===== src/rtl/delay_tap_ctrl.sv =====
// Tap controller for a dynamic delay line: loads DEFAULT_TAP and steps the line one tap at a time to a requested index.
// Latency accept-to-done: N*(1+SETTLE_CYCLES)+1 cycles for N steps, +2 when a reload is requested, 1 cycle for zero steps.
// Backpressure: req_ready is high only while idle; req_valid while busy is ignored (nothing queued).
module delay_tap_ctrl #(
    parameter int DEFAULT_TAP   = 0,
    parameter int MAX_TAP       = 127,
    parameter int SETTLE_CYCLES = 4
) (
    input  logic       clk,
    input  logic       rstn,
    input  logic       req_valid,
    output logic       req_ready,
    input  logic [6:0] req_tap,
    input  logic       req_load,
    output logic       loadn,
    output logic       move,
    output logic       direction,
    input  logic       cflag,
    output logic [6:0] cur_tap,
    output logic       done,
    output logic       err
);

    typedef enum logic [2:0] {
        INIT_LOAD,
        IDLE,
        LOAD,
        STEP,
        SETTLE,
        FINISH
    } state_t;

    localparam logic [6:0] DEF_T       = 7'(DEFAULT_TAP);
    localparam logic [6:0] MAX_T       = 7'(MAX_TAP);
    localparam logic [7:0] MAX_T8      = 8'(MAX_TAP);
    localparam logic [3:0] SETTLE_LAST = 4'(SETTLE_CYCLES - 1);
    // Load strobe is two cycles long; INIT_LOAD spends its cnt==0 cycle
    // held in reset with the strobe inactive, so it ends one count later.
    localparam logic [3:0] LOAD_LAST   = 4'd1;
    localparam logic [3:0] INIT_LAST   = 4'd2;

    state_t     state_q;
    state_t     state_d;
    logic [3:0] cnt_q;
    logic [3:0] cnt_d;
    logic [6:0] target_q;

    logic       accept;
    logic       clamp_hit;
    logic [6:0] tap_in;
    logic [6:0] dir_ref;

    // Next-state decode and state-derived strobes
    always_comb begin
        state_d   = state_q;
        req_ready = 1'b0;
        loadn     = 1'b1;
        move      = 1'b0;
        done      = 1'b0;

        clamp_hit = ({1'b0, req_tap} > MAX_T8);
        tap_in    = clamp_hit ? MAX_T : req_tap;
        // With a reload the first step starts from the default tap, so the
        // direction is decided against that rather than the current tap.
        dir_ref   = req_load ? DEF_T : cur_tap;

        case (state_q)
            INIT_LOAD: begin
                loadn = (cnt_q == 4'd0);
                if (cnt_q == INIT_LAST) begin
                    state_d = IDLE;
                end
            end
            IDLE: begin
                req_ready = 1'b1;
            end
            LOAD: begin
                loadn = 1'b0;
                if (cnt_q == LOAD_LAST) begin
                    state_d = (target_q != DEF_T) ? STEP : FINISH;
                end
            end
            STEP: begin
                move    = 1'b1;
                state_d = cflag ? FINISH : SETTLE;
            end
            SETTLE: begin
                if (cnt_q == SETTLE_LAST) begin
                    state_d = (cur_tap != target_q) ? STEP : FINISH;
                end
            end
            FINISH: begin
                done    = 1'b1;
                state_d = IDLE;
            end
            default: begin
                state_d = INIT_LOAD;
            end
        endcase

        accept = req_valid && req_ready;
        if (accept) begin
            if (req_load) begin
                state_d = LOAD;
            end else if (tap_in != cur_tap) begin
                state_d = STEP;
            end else begin
                state_d = FINISH;
            end
        end

        // Per-state dwell counter restarts on every state change
        cnt_d = (state_d == state_q) ? (cnt_q + 4'd1) : 4'd0;
    end

    // State register and dwell counter
    always_ff @(posedge clk) begin
        if (!rstn) begin
            state_q <= INIT_LOAD;
            cnt_q   <= 4'd0;
        end else begin
            state_q <= state_d;
            cnt_q   <= cnt_d;
        end
    end

    // Request capture, direction, error flag and tap tracking
    always_ff @(posedge clk) begin
        if (!rstn) begin
            target_q  <= DEF_T;
            direction <= 1'b0;
            err       <= 1'b0;
            cur_tap   <= DEF_T;
        end else begin
            if (accept) begin
                target_q  <= tap_in;
                err       <= clamp_hit;
                // Direction is fixed for the whole request: stepping is
                // monotonic toward the target, so it never needs to flip.
                direction <= (tap_in < dir_ref);
            end

            if ((state_q == INIT_LOAD) && (cnt_q == INIT_LAST)) begin
                cur_tap <= DEF_T;
            end

            if ((state_q == LOAD) && (cnt_q == LOAD_LAST)) begin
                cur_tap <= DEF_T;
            end

            if (state_q == STEP) begin
                if (cflag) begin
                    err <= 1'b1;
                end else if (direction) begin
                    if (cur_tap != 7'd0) begin
                        cur_tap <= cur_tap - 7'd1;
                    end
                end else begin
                    if (cur_tap != MAX_T) begin
                        cur_tap <= cur_tap + 7'd1;
                    end
                end
            end
        end
    end

endmodule


===== config.mk =====
export PLATFORM = sky130hd
export DESIGN_NAME = delay_tap_ctrl
export DESIGN_NICKNAME = d
export VERILOG_FILES = /design/src/rtl/delay_tap_ctrl.sv
export SDC_FILE = /design/constraint.sdc
export NUM_CORES = 1
export LEC_CHECK = 0
export ABC_AREA = 1
export CAP_MARGIN = 20
export CORE_UTILIZATION = 55
export CTS_CLUSTER_SIZE = 30
export DETAILED_ROUTE_END_ITERATION = 7
export DONT_BUFFER_PORTS = 1
export GPL_TIMING_DRIVEN = 0
export PLACE_DENSITY = 0.76
export SKIP_CTS_REPAIR_TIMING = 1
export SYNTH_ARGS = -nofsm -noshare
export SYNTH_HDL_FRONTEND = slang
export SYNTH_SLANG_ARGS = --single-unit

===== constraint.sdc =====
create_clock -name clk -period 1.85 [get_ports clk]
set_input_delay 0.2775 -clock clk [delete_from_list [all_inputs] [get_ports clk]]
set_output_delay 0.2775 -clock clk [all_outputs]
set_load 0.05 [all_outputs]

; ---- Word level (Yosys, flattened, before mapping)
; Index checks and enable logic that the tools add are counted.
[word_totals]
register_bits = 23
memories = 0
latch_bits = 0
ram_bits = 0
output_inout_bits = 13
wordCells = 55
mem_bits_ro = 0
input_bits = 12
[op_classes]
order_cmp = 1
multipliers = 0
add_sub_neg = 3
n_mux = 25
reduce_logical = 8
div = 0
n_bitwise = 0
eq_ne = 12
shift = 0
[op_table]
columns = op, n
row1 = 2-to-1 mux 7 bit, 8
row2 = 2-to-1 mux 3 bit, 8
row3 = one-hot mux 3 bit (6 select lines), 1
row4 = inequality test 7 bit, 2
row5 = nonzero test 7 bit, 2
row6 = == test 4 x 2 -> 1 bit (second input constant), 2
row7 = adder 7 x 1 -> 7 bit (second input constant), 1
row8 = < comparator 7 bit, 1
row9 = 2-to-1 mux 1 bit, 7
row10 = inequality test 7 bit (second input constant), 1
row11 = subtractor 7 x 1 -> 7 bit (second input constant), 1
row12 = == test 3 x 2 -> 1 bit (second input constant), 2
row13 = == test 3 bit (second input constant), 2
row14 = adder 4 x 1 -> 4 bit (second input constant), 1
row15 = == test 4 x 1 -> 1 bit (second input constant), 1
row16 = zero test 4 bit, 1
row17 = == test 3 x 1 -> 1 bit (second input constant), 1
row18 = == test 3 bit, 1
row19 = logical AND 1 bit, 3
row20 = zero test 3 bit, 1
row21 = one-hot mux 1 bit (2 select lines), 1
row22 = AND reduction 2 bit, 1

; ---- Longest topological paths before layout
[depth]
depth_word = 8
ltp_mapped = 13
depth_no_buf = 12

; ---- Worst setup path before layout
; OpenSTA, ideal clock, no wires.
[synth_timing]
kind = flip-flop to flip-flop
from = register cur_tap[1]
to = register cur_tap[1]
path_stages_with_launch = 11
t_arrival_ns = 1.900
synth_period_minus_slack_ns = 1.970
required_ns = 1.780
n_path_buf = 0
slack_ns = -0.120
setup_ns = 0.070
cell_sequence = dfxtp_1 -> ha_1 -> nand3_1 -> nor2_2 -> nand2_2 -> nor2_4 -> a21oi_2 -> o21ai_2 -> and2_4 -> nand2_1 -> a21oi_1
[synth_via]
elab_chain_len = 6
elab_cells_between_ends = 11
classes_between = 2 x add/sub / 1 x eq/ne / 7 x mux / 1 x reduce/logical
[synth_rtl]
columns = item, line_no
row1 = "start, declared", 19  ; output logic [6:0] cur_tap,
row2 = "start signal, assigned", 156  ; cur_tap <= cur_tap - 7'd1;
row3 = "start signal, assigned", 160  ; cur_tap <= cur_tap + 7'd1;
row4 = branches (longest 5 deep; another with adder 7 x 1 -> 7 bit), --
row5 = 2-to-1 mux 7 bit (*), 151  ; if (state_q == STEP) begin
; Every way passes the cells marked *.
; A chain may end at the register's enable or synchronous reset.

; ---- Worst setup path in the final report
[layout_timing]
from = register state_q[1]
to = output port done
[layout_via]
elab_chain_len = 2
[layout_rtl]
columns = item, line_no
row1 = "start, declared", 42  ; state_t state_q;
row2 = "start signal, assigned", 122  ; state_q <= state_d;
row3 = == test 3 bit, 67  ; case (state_q)
row4 = 2-to-1 mux 1 bit, 67
row5 = "end, declared", 20  ; output logic done,
; Every way passes these cells.

==> run metrics <==
status=finished with violations; synthesized instance count=284; Yosys Warn Count=0; max-slew violation count=0; IO Count=25; CTS Root Cell=clkbuf_4; Psw=0.737 mW; Critical Path End Type=output pin; die area=3590 µm²; Least-Margin Pin Slew=0.874 ns; Initial Util=59.0%; leading post-synthesis cells by cell area=dfxtp_1, nand2_1, ha_1; CTS tree=done; Flop pwr share=40.2%; Core Box Area=3130 µm²; fmax=530 MHz; Peak VDD IR=0.683 mV; Worst-path clk slew=0.13 ns; Worst Clk Skew=0.00129 ns; area delta synth->final=9.82%; Switching Share=46.1%; Mean Syn Cell Area=6.50 µm²; post-synth top area cell=dfxtp_1; Synth top area share=24.9%; syn_nets=308; CP max-delay cell=nor2_1; GRT Util Overall=25.5%; DP Wirelength=3350 µm; vias per cell=5.34; final hold vios=0; # rows=20; critical path fanouts, max=4; most frequent cells in the layout=nand2_1, inv_1, nor2_1; Arr. time, crit path=1.61 ns; Setup violations, final=2; # H-tree levels=1; Remaining DRCs=0; flops & latches, synth=23; total leakage power=0.930 nW; DR top layer=met4; total power=1.60 mW; Setup WS post-layout=-0.0383 ns; crit path cell chain=inv_2 > nand2_2 > nor2_1; Gate power share=44.3%; Hold Slack=0.0661 ns; n_diodes=0; slew margin rel.=41.6%; Internal Pwr Total=0.862 mW; synth unique cells=34; Clk network pwr share=15.6%; critical path class=reg2out; Final #Nets=315; Via Count=1784; metal2 WL=1960 µm; Hold WC Path Type=in2reg; RSZ-0062 raised after global routing=true; die width=59.9 µm; wl on met1=1930 µm; most common library cell in the layout ignoring fill and taps=nand2_1; failing checks=negative setup slack; GRT overflow=0; Longest Clk Path Bufs=2; post-DR wirelength/cell=12.8 µm; Syn Std Cell Area=1850 µm²; GP Congestion=0.915; pin count of the biggest net entering global routing=14; PD cells=788 nW/µm²; Crit path largest cell delay=0.68 ns; total CTS buffers=3; Die H=59.9 µm; met3 WL=251 µm; total of max-cap violations=0; worst skew pair latency=0.33 ns; drt first-iter violations=142; drt first pass iters=4; final WL=4260 µm; port bufs=0; Worst EP required=1.57 ns; CTS sink cnt=23; vias in the first global route=1533; Antenna Nets Post-Route=0; first-pass GRT wire length=6830 µm; Final Critical Period=1.89 ns; register area share after synthesis=24.9%; CP startpoint kind=flop; period utilization=102%; antenna violations before repair=0; proportion of layout cells with a drive suffix above 1=21.0%
[layout make-up]
type,count,area [µm²]
buffer,5,38.8
clock buffer,3,22.5
timing repair buffer,2,15.0
sequential,23,487
inverter,42,160
clock inverter,1,5.00
multi-input combinational,214,1240
tap,44,55.1
fill,289,1100
[Yosys cell counts, drive strengths merged]
cell    count
a21oi      23
a41oi       1
nand3b      1
o22ai       1
buf         4
dfxtp      23
o31ai       2
clkbuf      1
nand3      22
o21bai      2
and2        1
xor2        6
o211ai      1
inv        42
xnor2       5
o21ai      19
nor2       32
o21a        1
ha         12
nand4       4
nand2      78
nor3        3
[sequential cells by signal, indices dropped and copies added (netlist names)]
name,count
direction,1
cur_tap,7
cnt_q,4
target_q,7
state_q,3
err,1
[critical path: cells and delay by family (launching register included)]
kind / cells / cell delay, ns
AND/OR/NAND/NOR: 2 / 0.78
buffers and inverters: 1 / 0.11
flip-flops: 1 / 0.39
[stage by stage]
| stage | setup slack [ns] | setup TNS [ns] | instances | util (%) | instance area, µm² |
|---|---|---|---|---|---|
| after floorplan | 0.0629 | 0 | 284 | - | 1850 |
| after global placement | -0.123 | -0.862 | 328 | 60.9 | 1900 |
| after detailed placement | -0.158 | -1.21 | 328 | 60.9 | 1900 |
| after CTS | -0.196 | -1.87 | 332 | 61.8 | 1930 |
| after global routing | -0.132 | -0.283 | 334 | 64.8 | 2030 |
| final | -0.0383 | -0.0742 | 334 | 64.8 | 2030 |
[path summary, 6_finish.rpt]
kind / slack [ns] / from / to / depth (start not counted)
setup / recovery: -0.04 / state_q[1] / done / 3
hold / removal: 0.07 / rstn / cur_tap[6] / 2
setup reg to reg: 0.11 / cur_tap[0] / cur_tap[3] / 11
hold reg to reg: 0.50 / cnt_q[0] / cnt_q[0] / 1
[cell families (layout without fill, tap and decap cells)]
family,after synthesis,after routing,share of synthesized area [%]
flops,23,23,24.9
fa+ha+maj,12,12,8.13
compound gates,50,50,15.2
buf+inv,47,53,10.1
xor+xnor,11,11,5.22
simple gates,141,141,36.4
[routing by layer]
layer	GRT usage, %	vias up
met5	0	-
met3	3.25	11
met4	10.3	0
li1	-	926
met1	35.0	799
met2	40.0	48
[power by group through the flow]
stage | Combinational [mW] | Clock, mW | Sequential [mW]
floorplan | 0.587 | 0 | 0.646
global placement | 0.677 | 0 | 0.661
detailed placement | 0.688 | 0 | 0.663
CTS | 0.692 | 0.259 | 0.651
global route | 0.817 | 0.275 | 0.650
finish | 0.708 | 0.249 | 0.642
(Power assumes the default switching activity.)
==> variant 1 (same flow settings) <==
The parameter `MAX_TAP` goes from 127 to 63.
--- a/src/rtl/delay_tap_ctrl.sv
+++ b/src/rtl/delay_tap_ctrl.sv
@@ -5,3 +5,3 @@
     parameter int DEFAULT_TAP   = 0,
-    parameter int MAX_TAP       = 127,
+    parameter int MAX_TAP       = 63,
     parameter int SETTLE_CYCLES = 4
Check against the original RTL: not equivalent (Yosys sat finds a counterexample within 10 cycles, from zero or initial values and one cycle with rstn low).
==> variant 1 against the original RTL <==
The flow still finishes with violations (setup timing); first-iteration DRC count down 13%; worst setup slack worse by 0.022 ns; global-route usage up 1.2 points; critical path type unchanged; power down 0.64%; sequential cell count unchanged; largest power group unchanged; wire length up 7.1%; cell area down 0.31%; synthesized cell count up 7.0%; area after synthesis up 2.4%.
==> variant 1: results (changes against the original RTL) <==
- Status: finished with violations (unchanged)
- Failing checks: setup timing (unchanged)
- Pin count of the biggest net entering global routing: 14 (unchanged)
- Top cells by area, synth: dfxtp_1 (24%), nand2_1 (15%), ha_1 (7.9%) (was dfxtp_1 (25%), nand2_1 (15%), ha_1 (8.1%))
- Primary FF master, synth: dfxtp_1 (unchanged)
- Place WS: -0.148 ns (was -0.158 ns)
- Largest regs: cur_tap (7), target_q (7), cnt_q (4) (unchanged)
- Peak supply drop: 0.503 mV (was 0.683 mV)
- Max FO, Critical Path: 4 (unchanged)
- Clock skew: 0.0109 ns (was 0.00129 ns)
- Buffers on Ports: 0 (unchanged)
- Hold Crit Class: input port to flip-flop (unchanged)
- Clk slew on worst S/H paths: between 0.1 and 0.15 ns
- Register area share after synthesis: 0.243 (was 0.249)
- Final WS setup: -0.0601 ns (was -0.0383 ns)
- CTS buffer count: 3 (unchanged)
- Initial antenna violation count: 0 (unchanged)
- Post-synthesis cell type count: 34 (unchanged)
- Final WL: 4560 um (was 4260 um)
- Router iterations before antenna repair: 4 (unchanged)
- GRT Overall Usage: 0.266 (was 0.255)
- Met2 usage: 0.451 (was 0.400)
- Lkg Pwr: 0.958 nW (was 0.930 nW)
- Deepest clock path buffer count: 2 (unchanged)
- Wl on met1: 2140 um (was 1930 um)
- Htree depth: 1 (unchanged)
- Met2 routed WL: 2100 um (was 1960 um)
- Cell-internal power: 0.000851 W (was 0.000862 W)
- Final setup fails: 2 (unchanged)
- Placer Congestion: 0.890 (was 0.915)
- Critical Path Max Stage Delay: 0.70 ns (was 0.68 ns)
- Final TNS setup: -0.101 ns (was -0.0742 ns)
- WP data arrival: 1.63 ns (was 1.61 ns)
- CTS Root Cell: clkbuf_4 (unchanged)
- Met3 Resource Use GR: 0.0213 (was 0.0325)
- Yosys warning count: 0 (unchanged)
- N_diodes: 0 (unchanged)
- Met1 Use GR: 0.367 (was 0.350)
- Post-synth top cells: nand2_1 (78), inv_1 (39), nor2_1 (39) (was nand2_1 (73), inv_1 (31), dfxtp_1 (23), nor2_1 (23), a21oi_1 (22))
- Fin nets: 333 (was 315)
- WL met3: 288 um (was 251 um)
- DP Wirelength: 3500 um (was 3350 um)
- Vias/cell: 5.44 (was 5.34)
- Share of cells above drive strength 1: 0.140 (was 0.210)
- Number of global-route vias before repair: 1647 (was 1533)
- First-pass GRT wire length: 7370 um (was 6830 um)
- 1st-iter DRT viols: 124 (was 142)
- CP max stage cell: nor2_1 (unchanged)
- DR top layer: met4 (unchanged)
- Worst skew pair latency: about 0.32 ns
- FFs w/ async S/R, synth: 0 (unchanged)
- Max_slew headroom: 0.400 (was 0.416)
variant 1: changes by cell type after synthesis, sizes merged, moves of 2 or more:
cell    change
inv         +5
xnor2       -4
a211oi      +2
nand2       +2
xor2        +4
a21oi       -2
nor3        +4
o21ai       -5
a31oi       +2
nor2       +13
variant 1: final cells by class:
class | count | area, sq um
Multi-Input combinational cell | 229 | 1240
Inverter | 47 | 176
Buffer | 5 | 36.3
Fill cell | 307 | 1130
Tap cell | 44 | 55.1
Clock buffer | 3 | 22.5
Clock inverter | 1 | 5.00
Sequential cell | 23 | 483
variant 1: worst paths after layout:
kind,from,end,slack (ns),depth (start not counted)
worst max register to register,direction,cur_tap[0],0.09,6
worst min register to register,cnt_q[0],cnt_q[0],0.50,1
worst max-delay path,state_q[0],done,-0.06,2
worst min-delay path,rstn,cur_tap[4],0.08,2
variant 1: critical path, delay by kind of cell (launching register included):
kind	cells	cell delay [ns]
flops	1	0.47
simple gates	2	0.84
variant 1: cells by family after synthesis:
kind of cell	after synthesis	synth area share
compound gates	44	0.133
flops	23	0.243
buf+inv	52	0.108
simple gates	161	0.383
other cells	1	0.00198
xor+xnor	11	0.0509
fa+ha+maj	12	0.0794
variant 1: power by group through the flow:
| stage | sequential, W | combinational [W] | clock, W |
|---|---|---|---|
| after floorplan | 0.000636 | 0.000571 | 0 |
| after global placement | 0.000649 | 0.000669 | 0 |
| after detailed placement | 0.000652 | 0.000672 | 0 |
| after CTS | 0.000641 | 0.000679 | 0.000251 |
| after global routing | 0.000646 | 0.000801 | 0.000266 |
| final | 0.000638 | 0.000705 | 0.000246 |
variant 1: metrics by stage:
stage / instance area (sq um) / instances
after floorplan: 1890 / 304
after global placement: 1950 / 348
after detailed placement: 1950 / 348
after CTS: 1980 / 352
after global routing: 2020 / 352
final: 2020 / 352
==> variant 2 (same settings) <==
Without the edit above. Make the reset (`rstn`) asynchronous in 2 clocked blocks.
--- a/src/rtl/delay_tap_ctrl.sv
+++ b/src/rtl/delay_tap_ctrl.sv
@@ -116,3 +116,3 @@
     // State register and dwell counter
-    always_ff @(posedge clk) begin
+    always_ff @(posedge clk or negedge rstn) begin
         if (!rstn) begin
@@ -127,3 +127,3 @@
     // Request capture, direction, error flag and tap tracking
-    always_ff @(posedge clk) begin
+    always_ff @(posedge clk or negedge rstn) begin
         if (!rstn) begin
Check against the original RTL: differs if rstn is asserted again (counterexample within 4 cycles, from zero or initial values and one cycle with rstn low); with rstn held inactive, the same outputs for 10 cycles.
==> variant 2 against the original RTL <==
The flow still finishes with violations (setup timing); sequential cell count is the same; wire length grew 12%; non-clock buffer count grew 9; final cell count shrank 0.90%; area after synthesis grew 1.3%; worst setup slack lost 0.077 ns; cell area grew 7.8%.
Power is not compared: it rests on default switching activity, and its combinational part moved more than twofold at a synthesized area within 25%.
==> variant 2: results (changes against the original RTL) <==
- Status: finished with violations (unchanged)
- Failing checks: setup timing (unchanged)
- DR top layer: met4 (unchanged)
- Pin count of the biggest net entering global routing: 24 (was 14)
- Final WL: 4780 um (was 4260 um)
- Delay-heaviest family, CP: flip-flops (was simple AND/OR/NAND/NOR gates)
- Fillcell total: 263 (was 289)
- Actual slew at the worst max-slew pin: 0.720 ns (was 0.874 ns)
- Clk slew on worst S/H paths: 0.13 ns (about the same)
- Met1 Use GR: 0.357 (was 0.350)
- Clock skew: 0.0124 ns (was 0.00129 ns)
- Max FO, Critical Path: 7 (was 4)
- Placed cell count: 317 (was 328)
- Worst skew pair latency: about 0.32 ns
- Htree depth: 1 (unchanged)
- Critical Path Max Stage Delay: 0.83 ns (was 0.68 ns)
- Wl on met1: 2130 um (was 1930 um)
- Place WS: -0.216 ns (was -0.158 ns)
- FFs w/ async S/R, synth: 1.00 (was 0)
- CP max stage cell: dfrtp_1 (was nor2_1)
- Share of cells above drive strength 1: 0.244 (was 0.210)
- Peak supply drop: between 0.7 and 0.8 mV
- WP data arrival: 2.19 ns (was 1.61 ns)
- Register area share after synthesis: 0.308 (was 0.249)
- Number of global-route vias before repair: 1506 (was 1533)
- 1st-iter DRT viols: 106 (was 142)
- Deepest clock path buffer count: 2 (unchanged)
- Cell Area, Placed: 1940 sq um (was 1900 sq um)
- First-pass GRT wire length: 6800 um (was 6830 um)
- Primary FF master, synth: dfrtp_1 (was dfxtp_1)
- Non-Filler Instances: 331 (was 334)
- Post-synth top cells: nand2_1 (82), inv_1 (31), dfrtp_1 (23) (was nand2_1 (73), inv_1 (31), dfxtp_1 (23), nor2_1 (23), a21oi_1 (22))
- Router iterations before antenna repair: 4 (unchanged)
- CTS Root Cell: clkbuf_4 (unchanged)
- Final WS setup: -0.115 ns (was -0.0383 ns)
- Met3 Resource Use GR: 0.0303 (was 0.0325)
- N_diodes: 0 (unchanged)
- Gate Count Post-Synth: 272 (was 284)
- Met2 routed WL: 2270 um (was 1960 um)
- WL met3: 300 um (was 251 um)
- Final TNS setup: -0.307 ns (was -0.0742 ns)
- Placer Congestion: 0.896 (was 0.915)
- Met2 usage: 0.407 (was 0.400)
- Post-synthesis cell type count: 33 (was 34)
- Cell-internal power: roughly 0.0016 W
- Syn Nets: 296 (was 308)
- Initial antenna violation count: 0 (unchanged)
- Fin nets: 312 (was 315)
- GRT Overall Usage: 0.256 (was 0.255)
- Top cells by area, synth: dfrtp_1 (31%), nand2_1 (16%), ha_1 (8.0%) (was dfxtp_1 (25%), nand2_1 (15%), ha_1 (8.1%))
- Via count: 1830 (was 1784)
- Yosys warning count: 0 (unchanged)
- Final design area excluding fillers: 2190 sq um (was 2030 sq um)
- Final setup fails: 6 (was 2)
- DP Wirelength: 3300 um (was 3350 um)
- Hold Crit Class: input port to flip-flop (unchanged)
variant 2: final timing paths:
kind | start | endpoint | slack [ns] | depth (start not counted)
worst max-delay path | direction | cur_tap[2] | -0.11 | 4
worst min-delay path | req_tap[5] | target_q[5] | 0.07 | 2
worst max register to register | direction | cur_tap[2] | -0.11 | 4
worst min register to register | cnt_q[0] | cnt_q[0] | 0.54 | 1
max in group asynchronous | rstn | cur_tap[1] | 1.31 | 2
min in group asynchronous | rstn | target_q[5] | 0.37 | 2
variant 2: layout make-up:
class                      count  area share
multi-input combinational    205       0.555
sequential                    23       0.269
inverter                      39      0.0686
timing repair buffer          11      0.0452
tap                           44      0.0252
buffer                         5      0.0240
clock buffer                   4      0.0120
variant 2: cells by family after synthesis:
logic type	share of synthesized area
and+or+nand+nor	0.356
DFF	0.308
AOI/OAI and AO/OA	0.106
xor gates and xnor gates	0.0562
adders and majority gates	0.0803
buffers and inverters	0.0943
